### src/rtl/pila_pkg.sv
// pila_pkg: shared op encoding and default geometry for the parametrised stack.
package pila_pkg;
  localparam int PILA_WIDTH = 10;
  localparam int PILA_DEPTH = 16;
  localparam logic [1:0] OP_NOP  = 2'b00;
  localparam logic [1:0] OP_POP  = 2'b01;
  localparam logic [1:0] OP_PUSH = 2'b10;
  localparam logic [1:0] OP_REPL = 2'b11;
endpackage

### src/rtl/pila_param_if.sv
// pila_param_if: command/data/status bundle between a stack user and the stack.
interface pila_param_if import pila_pkg::*; #(
  parameter int WIDTH = PILA_WIDTH,
  parameter int DEPTH = PILA_DEPTH
) ();
  localparam int NW = $clog2(DEPTH + 1);
  logic             push;
  logic             pop;
  logic             flush;
  logic [WIDTH-1:0] entrada;
  logic [WIDTH-1:0] salida;
  logic [NW-1:0]    nivel;
  logic             vacio;
  logic             lleno;
  logic             overflow;
  logic             underflow;
  modport master (
    output push, pop, flush, entrada,
    input  salida, nivel, vacio, lleno, overflow, underflow
  );
  modport slave (
    input  push, pop, flush, entrada,
    output salida, nivel, vacio, lleno, overflow, underflow
  );
endinterface

### src/rtl/mempila_param.sv
// mempila_param: stack storage, one synchronous write port and one asynchronous read port.
module mempila_param #(
  parameter int WIDTH = 10,
  parameter int DEPTH = 16
) (
  input  logic                     clk,
  input  logic                     we,
  input  logic [$clog2(DEPTH)-1:0] waddr,
  input  logic [WIDTH-1:0]         wdata,
  input  logic [$clog2(DEPTH)-1:0] raddr,
  output logic [WIDTH-1:0]         rdata
);
  logic [WIDTH-1:0] mem [DEPTH];
  always_ff @(posedge clk)
    if (we) mem[waddr] <= wdata;
  assign rdata = mem[raddr];
endmodule

### src/rtl/pila_param.sv
// pila_param: parametrised LIFO with combinational top, occupancy flags and sticky errors.
module pila_param import pila_pkg::*; #(
  parameter int WIDTH = PILA_WIDTH,
  parameter int DEPTH = PILA_DEPTH
) (
  input logic         clk,
  input logic         reset,
  pila_param_if.slave bus
);
  localparam int NW = $clog2(DEPTH + 1);
  localparam int AW = $clog2(DEPTH);
  logic [NW-1:0]    sp, sp_n;
  logic             ov, ov_n, un, un_n, we, empty, full;
  logic [1:0]       op;
  logic [AW-1:0]    top_a, wa;
  logic [WIDTH-1:0] rd;
  assign op    = {bus.push, bus.pop};
  assign empty = sp == '0;
  assign full  = sp == NW'(DEPTH);
  assign top_a = AW'(sp - NW'(1));
  assign wa    = op == OP_REPL ? top_a : AW'(sp);
  // sp only moves when the op is legal, so it stays within 0..DEPTH without wrapping
  always_comb begin
    sp_n = sp;
    ov_n = ov;
    un_n = un;
    we   = 1'b0;
    if (bus.flush) begin
      sp_n = '0;
      ov_n = 1'b0;
      un_n = 1'b0;
    end else begin
      case (op)
        OP_NOP: ;
        OP_PUSH: if (full) ov_n = 1'b1; else begin we = 1'b1; sp_n = sp + NW'(1); end
        OP_POP:  if (empty) un_n = 1'b1; else sp_n = sp - NW'(1);
        OP_REPL: if (empty) un_n = 1'b1; else we = 1'b1;
      endcase
    end
  end
  always_ff @(posedge clk or negedge reset)
    if (!reset) begin
      sp <= '0;
      ov <= 1'b0;
      un <= 1'b0;
    end else begin
      sp <= sp_n;
      ov <= ov_n;
      un <= un_n;
    end
  mempila_param #(.WIDTH(WIDTH), .DEPTH(DEPTH)) u_mem (
    .clk   (clk),
    .we    (we),
    .waddr (wa),
    .wdata (bus.entrada),
    .raddr (top_a),
    .rdata (rd)
  );
  // masking the empty case keeps never-written array cells off the output
  assign bus.salida    = empty ? '0 : rd;
  assign bus.nivel     = sp;
  assign bus.vacio     = empty;
  assign bus.lleno     = full;
  assign bus.overflow  = ov;
  assign bus.underflow = un;
endmodule

### src/flat_wrapper.sv
// flat-port wrapper written by rule: the top's interface ports become plain ports
module pila_param_flat import pila_pkg::*;
#(
  parameter int WIDTH = PILA_WIDTH,
  parameter int DEPTH = PILA_DEPTH
)
  (clk, reset, bus_push, bus_pop, bus_flush, bus_entrada, bus_salida, bus_nivel, bus_vacio, bus_lleno, bus_overflow, bus_underflow);
  pila_param_if #(.WIDTH(WIDTH), .DEPTH(DEPTH)) bus_i ();
  input logic clk;
  input logic reset;
  input wire logic [$bits(bus_i.push)-1:0] bus_push;
  input wire logic [$bits(bus_i.pop)-1:0] bus_pop;
  input wire logic [$bits(bus_i.flush)-1:0] bus_flush;
  input wire logic [$bits(bus_i.entrada)-1:0] bus_entrada;
  output wire logic [$bits(bus_i.salida)-1:0] bus_salida;
  output wire logic [$bits(bus_i.nivel)-1:0] bus_nivel;
  output wire logic [$bits(bus_i.vacio)-1:0] bus_vacio;
  output wire logic [$bits(bus_i.lleno)-1:0] bus_lleno;
  output wire logic [$bits(bus_i.overflow)-1:0] bus_overflow;
  output wire logic [$bits(bus_i.underflow)-1:0] bus_underflow;
  assign bus_i.push = bus_push;
  assign bus_i.pop = bus_pop;
  assign bus_i.flush = bus_flush;
  assign bus_i.entrada = bus_entrada;
  assign bus_salida = bus_i.salida;
  assign bus_nivel = bus_i.nivel;
  assign bus_vacio = bus_i.vacio;
  assign bus_lleno = bus_i.lleno;
  assign bus_overflow = bus_i.overflow;
  assign bus_underflow = bus_i.underflow;
  pila_param #(.WIDTH(WIDTH), .DEPTH(DEPTH)) u_core (.clk(clk), .reset(reset), .bus(bus_i));
endmodule
### config.mk
export PLATFORM = sky130hd
export DESIGN_NAME = pila_param_flat
export DESIGN_NICKNAME = d
export VERILOG_FILES = /design/src/rtl/pila_pkg.sv /design/src/rtl/pila_param_if.sv /design/src/rtl/mempila_param.sv /design/src/rtl/pila_param.sv /design/src/flat_wrapper.sv
export SDC_FILE = /design/constraint.sdc
export NUM_CORES = 1
export LEC_CHECK = 0
export BUFFER_PORTS_ARGS = -buffer_cell sky130_fd_sc_hd__clkbuf_2
export CELL_PAD_IN_SITES_DETAIL_PLACEMENT = 1
export CELL_PAD_IN_SITES_GLOBAL_PLACEMENT = 1
export CORE_MARGIN = 2
export CORE_UTILIZATION = 40
export DETAILED_ROUTE_END_ITERATION = 8
export PLACE_DENSITY = 0.62
export SLEW_MARGIN = 10
export SYNTH_ARGS = -nofsm -noshare
export SYNTH_HDL_FRONTEND = slang
export SYNTH_SLANG_ARGS = --single-unit
### constraint.sdc
create_clock -name clk -period 7.8 [get_ports clk]
set_clock_uncertainty 0.1 [all_clocks]
set_input_delay 0.78 -clock clk [delete_from_list [all_inputs] [get_ports clk]]
set_output_delay 0.78 -clock clk [all_outputs]
set_load 0.02 [all_outputs]
# Yosys cells after proc, flatten, opt, wreduce, memory -nomap -nowiden
# Memory sizes are Yosys's and may differ from the RTL's.
# Cells that the tools add are included.
# classes
n_eq_ne,6
muxes,18
n_reduce_logical,10
add_sub_neg,2
# ops
cell,count
$mux 5,3
$mux 1,11
$mux 10,1
$pmux 5 s2,1
$reduce_bool 2->1,4
$ne 3x3->1 const B,2
$add 5x1->5 const B,1
$eq 5x5->1 const B,1
$logic_not 5->1,1
$sub 5x1->5 const B,1
$eq 2x2->1 const B,2
$mux 4,1
$reduce_and 2->1,2
$reduce_and 3->1,1
$reduce_bool 3->1,1
$eq 2x1->1 const B,1
$pmux 1 s2,1
$reduce_or 2->1,1
# word_totals
input_bits,15
ff_bits,7
output_inout_bits,19
memories,1
ramBits,160
elab_cells,40
# memory_table
memory,words,width,read_ports,rd_clocked_by_memory_dff,write_ports,line,text
u_core.u_mem.mem,16,10,1,0,1,mempila_param.sv:13,logic [WIDTH-1:0] mem [DEPTH];

# Logic depth before layout (Yosys ltp)
# Gate-level depths: netlist of run 1.
# depth
ltp_word,6
ltp_mapped,8
depth_no_buf,6

# Modules after synthesis
# From an unflattened synthesis of run 1, not the netlist that was laid out.
# hier_totals
hier_cells,345
area_unflattened_um2,6805.3
# by_module_without_submodules
mod,instances,area_each_um2,cells_per_inst,seq_area_each_um2
mempila_param,1,6153.4,269,4804.6
pila_param,1,651.9,76,175.2

# Worst setup path before layout of run 1
# No wires, ideal clock.
# synth_path
path_kind,flip-flop to output port
startpoint,"reg u_core.sp[0], in the netlist u_core.bus.nivel[0]"
endpoint,out bus_salida[1]
arrival_time_ns,2.365
setup_slack_ns,4.555
path_stages_with_launch,9
path_cell_list,dfrtp_1 > buf_2 > inv_1 > ha_1 > clkbuf_1 > clkbuf_1 > mux4_2 > mux2i_1 > o22ai_1
# synth_between
elab_chain_cells,3
word_cells_on_any_way,4
classes_between,add/sub (1); mux (1); reduce/logical (1); memory (1)
# synth_rtl
item,line,text
"start, declared",pila_param.sv:12,"logic [NW-1:0] sp, sp_n;"
"start signal, assigned",pila_param.sv:47,sp <= sp_n;
$sub 5x1->5,pila_param.sv:20,assign top_a = AW'(sp - NW'(1));
$mem_v2 16x10,-,
$mux 10 *,pila_param.sv:60,assign bus.salida = empty ? '0 : rd;
"end, declared",flat_wrapper.sv:15,output wire logic [$bits(bus_i.salida)-1:0] bus_salida;
# Mark *: on every way between the ends. The rest lies on a longest branch, timed or not.

# Worst setup path in the final report of run 1
# layout_path
startpoint,"reg u_core.sp[0], in the netlist u_core.bus.nivel[0]"
endpoint,out bus_salida[4]
# Same word-level chain as after synthesis.

==> results of run 1 <==
path summary, 6_finish.rpt:
check | cells after the start | endpoint | slack, ns
worst max-delay path | 6 | bus_salida[4] | 3.51
worst min-delay path | 1 | u_core.bus.underflow$_DFFE_PN0P_ | 0.09
worst max register to register | 7 | u_core.u_mem.mem[0][3]$_DFFE_PP_ | 4.27
worst min register to register | 2 | u_core.bus.overflow$_DFFE_PN0P_ | 0.41
max in group asynchronous | 1 | u_core.bus.nivel[0]$_DFFE_PN0P_ | 7.30
min in group clk | 2 | u_core.bus.overflow$_DFFE_PN0P_ | 0.41
through the flow:
step / setup slack, ns / cells / instance area (µm²)
after floorplan: 4.55 / 348 / 6820
after global placement: 3.93 / 583 / 7200
after detailed placement: 3.88 / 583 / 7200
after CTS: 3.41 / 614 / 7830
after global routing: 3.24 / 614 / 7840
final: 3.51 / 614 / 7840
layout make-up:
class | count | area, µm² | area share
timing repair buffer | 35 | 180 | 0.0230
clock inverter | 13 | 203 | 0.0259
inverter | 2 | 7.51 | 0.000958
multi-input combinational | 159 | 1760 | 0.225
clock buffer | 18 | 429 | 0.0548
tap | 220 | 275 | 0.0351
sequential | 167 | 4980 | 0.636
cells by family (layout without fill, tap and decap cells):
kind of cell | after synthesis | after routing | share of synthesized area
buffers and inverters | 22 | 68 | 0.0158
xor gates and xnor gates | 6 | 6 | 0.00770
muxes | 63 | 63 | 0.167
AOI/OAI and AO/OA | 32 | 32 | 0.0295
and+or+nand+nor | 55 | 55 | 0.0451
DFF | 167 | 167 | 0.730
adders and majority gates | 3 | 3 | 0.00550
worst max-delay path: stages, from the launching register on:
cell	delay, ns
dfrtp_2	0.36
buf_4	0.73
or3_4	0.32
xor2_4	0.79
mux2i_1	0.42
o22ai_1	0.13
clkbuf_2	0.22
per-layer routing:
layer / wire length [µm] / global-route usage / vias to the layer above / part of all wire
met2: 7360 / 0.280 / 51 / 0.50
met5: 0 / 0 / - / 0
met1: 6610 / 0.241 / 1791 / 0.45
li1: - / - / 1483 / -
met4: 247 / 0.0620 / 0 / 0.017
met3: 454 / 0.0289 / 22 / 0.031
state kept, by name, summed over array words and instances, names as in the netlist:
| name | count |
|---|---|
| u_core.bus.overflow | 1 |
| u_core.bus.nivel | 5 |
| u_core.u_mem.mem | 160 |
| u_core.bus.underflow | 1 |
where the power goes:
| part | switching, mW | total, mW | internal, mW |
|---|---|---|---|
| logic | 0.250 | 0.423 | 0.173 |
| registers | 0.0101 | 1.01 | 0.999 |
| clock network | 0.338 | 0.903 | 0.565 |
cells in the mapped netlist, types with 2 or more instances:
master	count	share of area
mux2i_1	21	0.031
inv_1	2	0.0011
nor3b_1	2	0.0022
o21ai_0	7	0.0051
ha_1	3	0.0055
xor2_1	3	0.0039
nand3_1	5	0.0037
o22ai_1	10	0.0092
clkbuf_1	9	0.0050
buf_4	3	0.0033
a21oi_1	7	0.0051
nor2b_1	3	0.0028
dfrtp_1	7	0.026
nand4_1	2	0.0018
a211oi_1	2	0.0022
edfxtp_1	160	0.70
nor3_1	3	0.0022
nor2_1	24	0.013
nand2b_1	5	0.0046
nand2_1	3	0.0017
buf_1	2	0.0011
buf_2	5	0.0037
o21ai_1	2	0.0015
mux4_2	40	0.13
xnor2_1	3	0.0039
==> results.sh, run 1 <==
export IMPL_overflow=0
export IMPL_cts_sinks=167
export IMPL_finalSetupViolCount=0
export IMPL_whs_ns=0.0932
export IMPL_start_util=0.410
export IMPL_die_w_um=135
export IMPL_yosysWarnings=0
export IMPL_ios=34
export IMPL_layout_commonest_cell="edfxtp_1"
export IMPL_cts_htree_levels=4
export IMPL_synth_distinct_cells=40
export IMPL_rsz0062_at_grt="no"
export IMPL_ir_worst_vdd_mv=0.178
export IMPL_max_slew_margin=0.195
export IMPL_required_ns=6.92
export IMPL_drc=0
export IMPL_max_freq_mhz=233
export IMPL_ys_seq_area_frac=0.730
export IMPL_power_density_nw_per_um2=298
export IMPL_hold_violations=0
export IMPL_startpoint="u_core.bus.nivel[0]$_DFFE_PN0P_"
export IMPL_period_share=0.550
export IMPL_antenna_left=0
export IMPL_numCtsBuffers=17
export IMPL_grt_max_degree=51
export IMPL_worst_pin_slew_ns=1.20
export IMPL_vias=3347
export IMPL_nFillCells=1562
export IMPL_arrival_ns=3.41
export IMPL_viasPerCell=5.45
export IMPL_postSynthAreaPerCell_um2=19.6
export IMPL_cts_clk_slew_worst_paths_ns=0.07
export IMPL_grt_usage=0.174
export IMPL_hpwl_um=8980
export IMPL_cts_hold_buf=0
export IMPL_crit_type="reg2out"
export IMPL_cts_resized_gates=0
export IMPL_status="finished clean"
export IMPL_postCtsSetupRepairBufs=0
export IMPL_fin_crit_ns=4.29
export IMPL_first_pass_iters=4
export IMPL_syn2layout_area_growth_pct=14.8
export IMPL_syn_nets=366
export IMPL_reg2reg_from="u_core.bus.nivel[1]$_DFFE_PN0P_"
export IMPL_numPortBuffers=33
export IMPL_wl_per_cell_um=23.9
export IMPL_synth_cells=348
export IMPL_synth_edf_count=160
export IMPL_num_antenna_cells=0
export IMPL_ys_flop_type="edfxtp_1"
export IMPL_grt_pass1_wl_um=22500
export IMPL_drv_slew=0
export IMPL_p_leak_nw=2.53
export IMPL_drive_above_1_share=0.297
export IMPL_cp_max_fo=50
export IMPL_root_buffer="clkbuf_16"
export IMPL_final_util=0.471
export IMPL_tns_ns=0
export IMPL_grt_pass1_vias=3721
export IMPL_rows=47
export IMPL_insertion_delay_ns=0.42
export IMPL_power_mw=2.33
export IMPL_maxCapViolations=0
export IMPL_clk_path_buf_depth=2
export IMPL_cp_end_kind="output pin"
export IMPL_fp_dieArea_um2=18100
export IMPL_antenna_found_initial=0
export IMPL_fp_dieH_um=135
export IMPL_startpoint_type="flip-flop"
export IMPL_nNetsFinal=400
export IMPL_min_path_type="in2async"
export IMPL_first_iter_violations=296
export IMPL_core_area_um2=16600
export IMPL_routed_wl_um=14700
export IMPL_gp_congestion=0.718
export IMPL_cts_tree="done"
export IMPL_ys_ff_latch=167
export IMPL_netlist_area_um2=6820
export IMPL_layout_common_cells="edfxtp_1, mux4_2, clkbuf_2"
export IMPL_async_flop_share=0.0419
Note: power is estimated with default switching activity, not from simulation.
==> run 2: changes to the inputs <==
==> constraint.sdc (replaced) <==
create_clock -name clk -period 4.4 [get_ports clk]
set_clock_uncertainty 0.1 [all_clocks]
set_input_delay 0.44 -clock clk [delete_from_list [all_inputs] [get_ports clk]]
set_output_delay 0.44 -clock clk [all_outputs]
set_load 0.02 [all_outputs]
==> run 2 against run 1 <==
Net effect:
- register-to-register slack got worse by 3.1 ns
- sequential cell count unchanged
- clock-buffer cell count increased by 1
- critical path type unchanged
- largest power group unchanged
==> results.sh, run 2 (synthesis gave the netlist of run 1 again) <==
export IMPL_nNetsFinal=411
export IMPL_syn2layout_area_growth_pct=15.7
export IMPL_cts_hold_buf=1
export IMPL_cts_resized_gates=0
export IMPL_clk_path_buf_depth=2
export IMPL_power_density_nw_per_um2=516
export IMPL_clock_power_share=0.377
export IMPL_critPathTopFamily="adder cells"
export IMPL_critPathBufInv=3
export IMPL_rrSetupSlack_ns=1.17
export IMPL_maxCapViolations=0
export IMPL_finalSetupViolCount=0
export IMPL_root_buffer="clkbuf_16"
export IMPL_dpl_cell_count=593
export IMPL_p_switching_mw=1.05
export IMPL_core_area_um2=16600
export IMPL_numPortBuffers=33
export IMPL_status="finished clean"
export IMPL_hpwl_um=9050
export IMPL_postCtsSetupRepairBufs=0
export IMPL_wl_per_cell_um=23.0
export IMPL_cp_slowest_cell="ha_2"
export IMPL_path_depth=7
export IMPL_startpoint="u_core.bus.nivel[1]$_DFFE_PN0P_"
export IMPL_grt_pass1_vias=3761
export IMPL_internal_power_mw=3.03
export IMPL_hold_violations=0
export IMPL_cts_htree_levels=4
export IMPL_grt_pass1_wl_um=22400
export IMPL_r2r_end="u_core.u_mem.mem[7][1]$_DFFE_PP_"
export IMPL_drv_slew=0
export IMPL_arrival_ns=3.20
export IMPL_largest_reg_flops=160
export IMPL_ir_worst_vdd_mv=0.280
export IMPL_grt_max_degree=38
export IMPL_endpoint="bus_salida[5]"
export IMPL_cts_clk_slew_worst_paths_ns=0.06
export IMPL_reg2reg_from="u_core.bus.nivel[1]$_DFFE_PN0P_"
export IMPL_max_flop_register="u_core.u_mem.mem"
export IMPL_period_share=0.849
export IMPL_first_iter_violations=221
export IMPL_max_freq_mhz=268
export IMPL_layout_common_cells="edfxtp_1, mux4_2, clkbuf_2"
export IMPL_startpoint_type="flip-flop"
export IMPL_crit_type="reg2out"
export IMPL_required_ns=3.86
export IMPL_cts_sinks=167
export IMPL_combPwrFrac=0.185
export IMPL_rows=47
export IMPL_switching_share=0.256
export IMPL_cts_tree="done"
export IMPL_antenna_found_initial=0
export IMPL_first_pass_iters=4
export IMPL_ios=34
export IMPL_die_w_um=135
export IMPL_fin_crit_ns=3.74
export IMPL_cp_end_kind="output pin"
export IMPL_start_util=0.410
export IMPL_antenna_left=0
export IMPL_num_antenna_cells=0
export IMPL_pwr_share_seq=0.438
export IMPL_rsz0062_at_grt="no"
export IMPL_tns_ns=0
export IMPL_p_leak_nw=2.58
export IMPL_overflow=0
export IMPL_numCtsBuffers=17
export IMPL_max_slew_margin=0.192
export IMPL_nFillCells=1556
export IMPL_grt_usage=0.172
export IMPL_regArea_um2=4980
export IMPL_drc=0
export IMPL_path_cells="inv_1 > ha_2 > buf_4 > mux4_2 > mux2i_1 > o22ai_1 > clkbuf_2"
export IMPL_multiInputGateArea_um2=1760
export IMPL_worst_pin_slew_ns=1.21
export IMPL_cp_max_fo=27
export IMPL_reg2reg_depth=6
export IMPL_drive_above_1_share=0.305
export IMPL_routed_wl_um=14400
export IMPL_cp_slowest_stage_delay_ns=0.86
export IMPL_insertion_delay_ns=0.42
export IMPL_viasPerCell=5.46
export IMPL_fp_dieH_um=135
export IMPL_min_path_type="in2reg"
export IMPL_fp_dieArea_um2=18100
export IMPL_vias=3421
export IMPL_layout_commonest_cell="edfxtp_1"
export IMPL_final_cells=626
export IMPL_gp_congestion=0.731
[run 2: cell type report]
class                      count  share of cell area
multi-input combinational    159               0.223
timing repair buffer          46              0.0336
clock buffer                  19              0.0548
tap                          220              0.0348
clock inverter                13              0.0227
inverter                       2            0.000950
sequential                   167               0.631
[run 2: metrics by stage]
step / power (mW) / util / instance area, µm² / hold slack [ns] / setup slack [ns]
final: 4.08 / 0.475 / 7900 / 0.233 / 0.665
after global routing: 4.22 / 0.475 / 7900 / 0.259 / 0.460
after CTS: 4.13 / 0.475 / 7900 / 0.216 / 0.584
after detailed placement: 2.59 / 0.437 / 7280 / 0.192 / 1.06
after global placement: 2.58 / 0.437 / 7280 / 0.191 / 1.04
after floorplan: 2.35 / - / 6820 / 0.0444 / 1.49
[run 2: layer usage]
metal	GRT usage	up-vias	part of all wire
li1	-	1513	-
met1	0.227	1809	0.43
met2	0.283	80	0.51
met3	0.0323	19	0.043
met4	0.0725	0	0.019
met5	0	-	0
[run 2: worst min path at each step]
stage / to / from / cells after the start / slack (ns)
2_1_floorplan: u_core.bus.nivel[0]$_DFFE_PN0P_ / reset / 0 / 0.04
3_3_place_gp: u_core.bus.overflow$_DFFE_PN0P_ / reset / 1 / 0.19
3_5_place_dp: u_core.bus.nivel[4]$_DFFE_PN0P_ / reset / 1 / 0.19
4_1_cts: u_core.bus.nivel[0]$_DFFE_PN0P_ / bus_flush / 2 / 0.22
5_1_grt: u_core.bus.underflow$_DFFE_PN0P_ / bus_flush / 2 / 0.26
6_report: u_core.bus.nivel[0]$_DFFE_PN0P_ / bus_flush / 2 / 0.23
[run 2: power groups by stage]
stage	Combinational (mW)	Clock [mW]	Sequential [mW]
2_1_floorplan	0.532	0	1.82
3_3_place_gp	0.763	0	1.82
3_5_place_dp	0.771	0	1.82
4_1_cts	0.772	1.57	1.79
5_1_grt	0.814	1.62	1.79
6_report	0.755	1.53	1.79
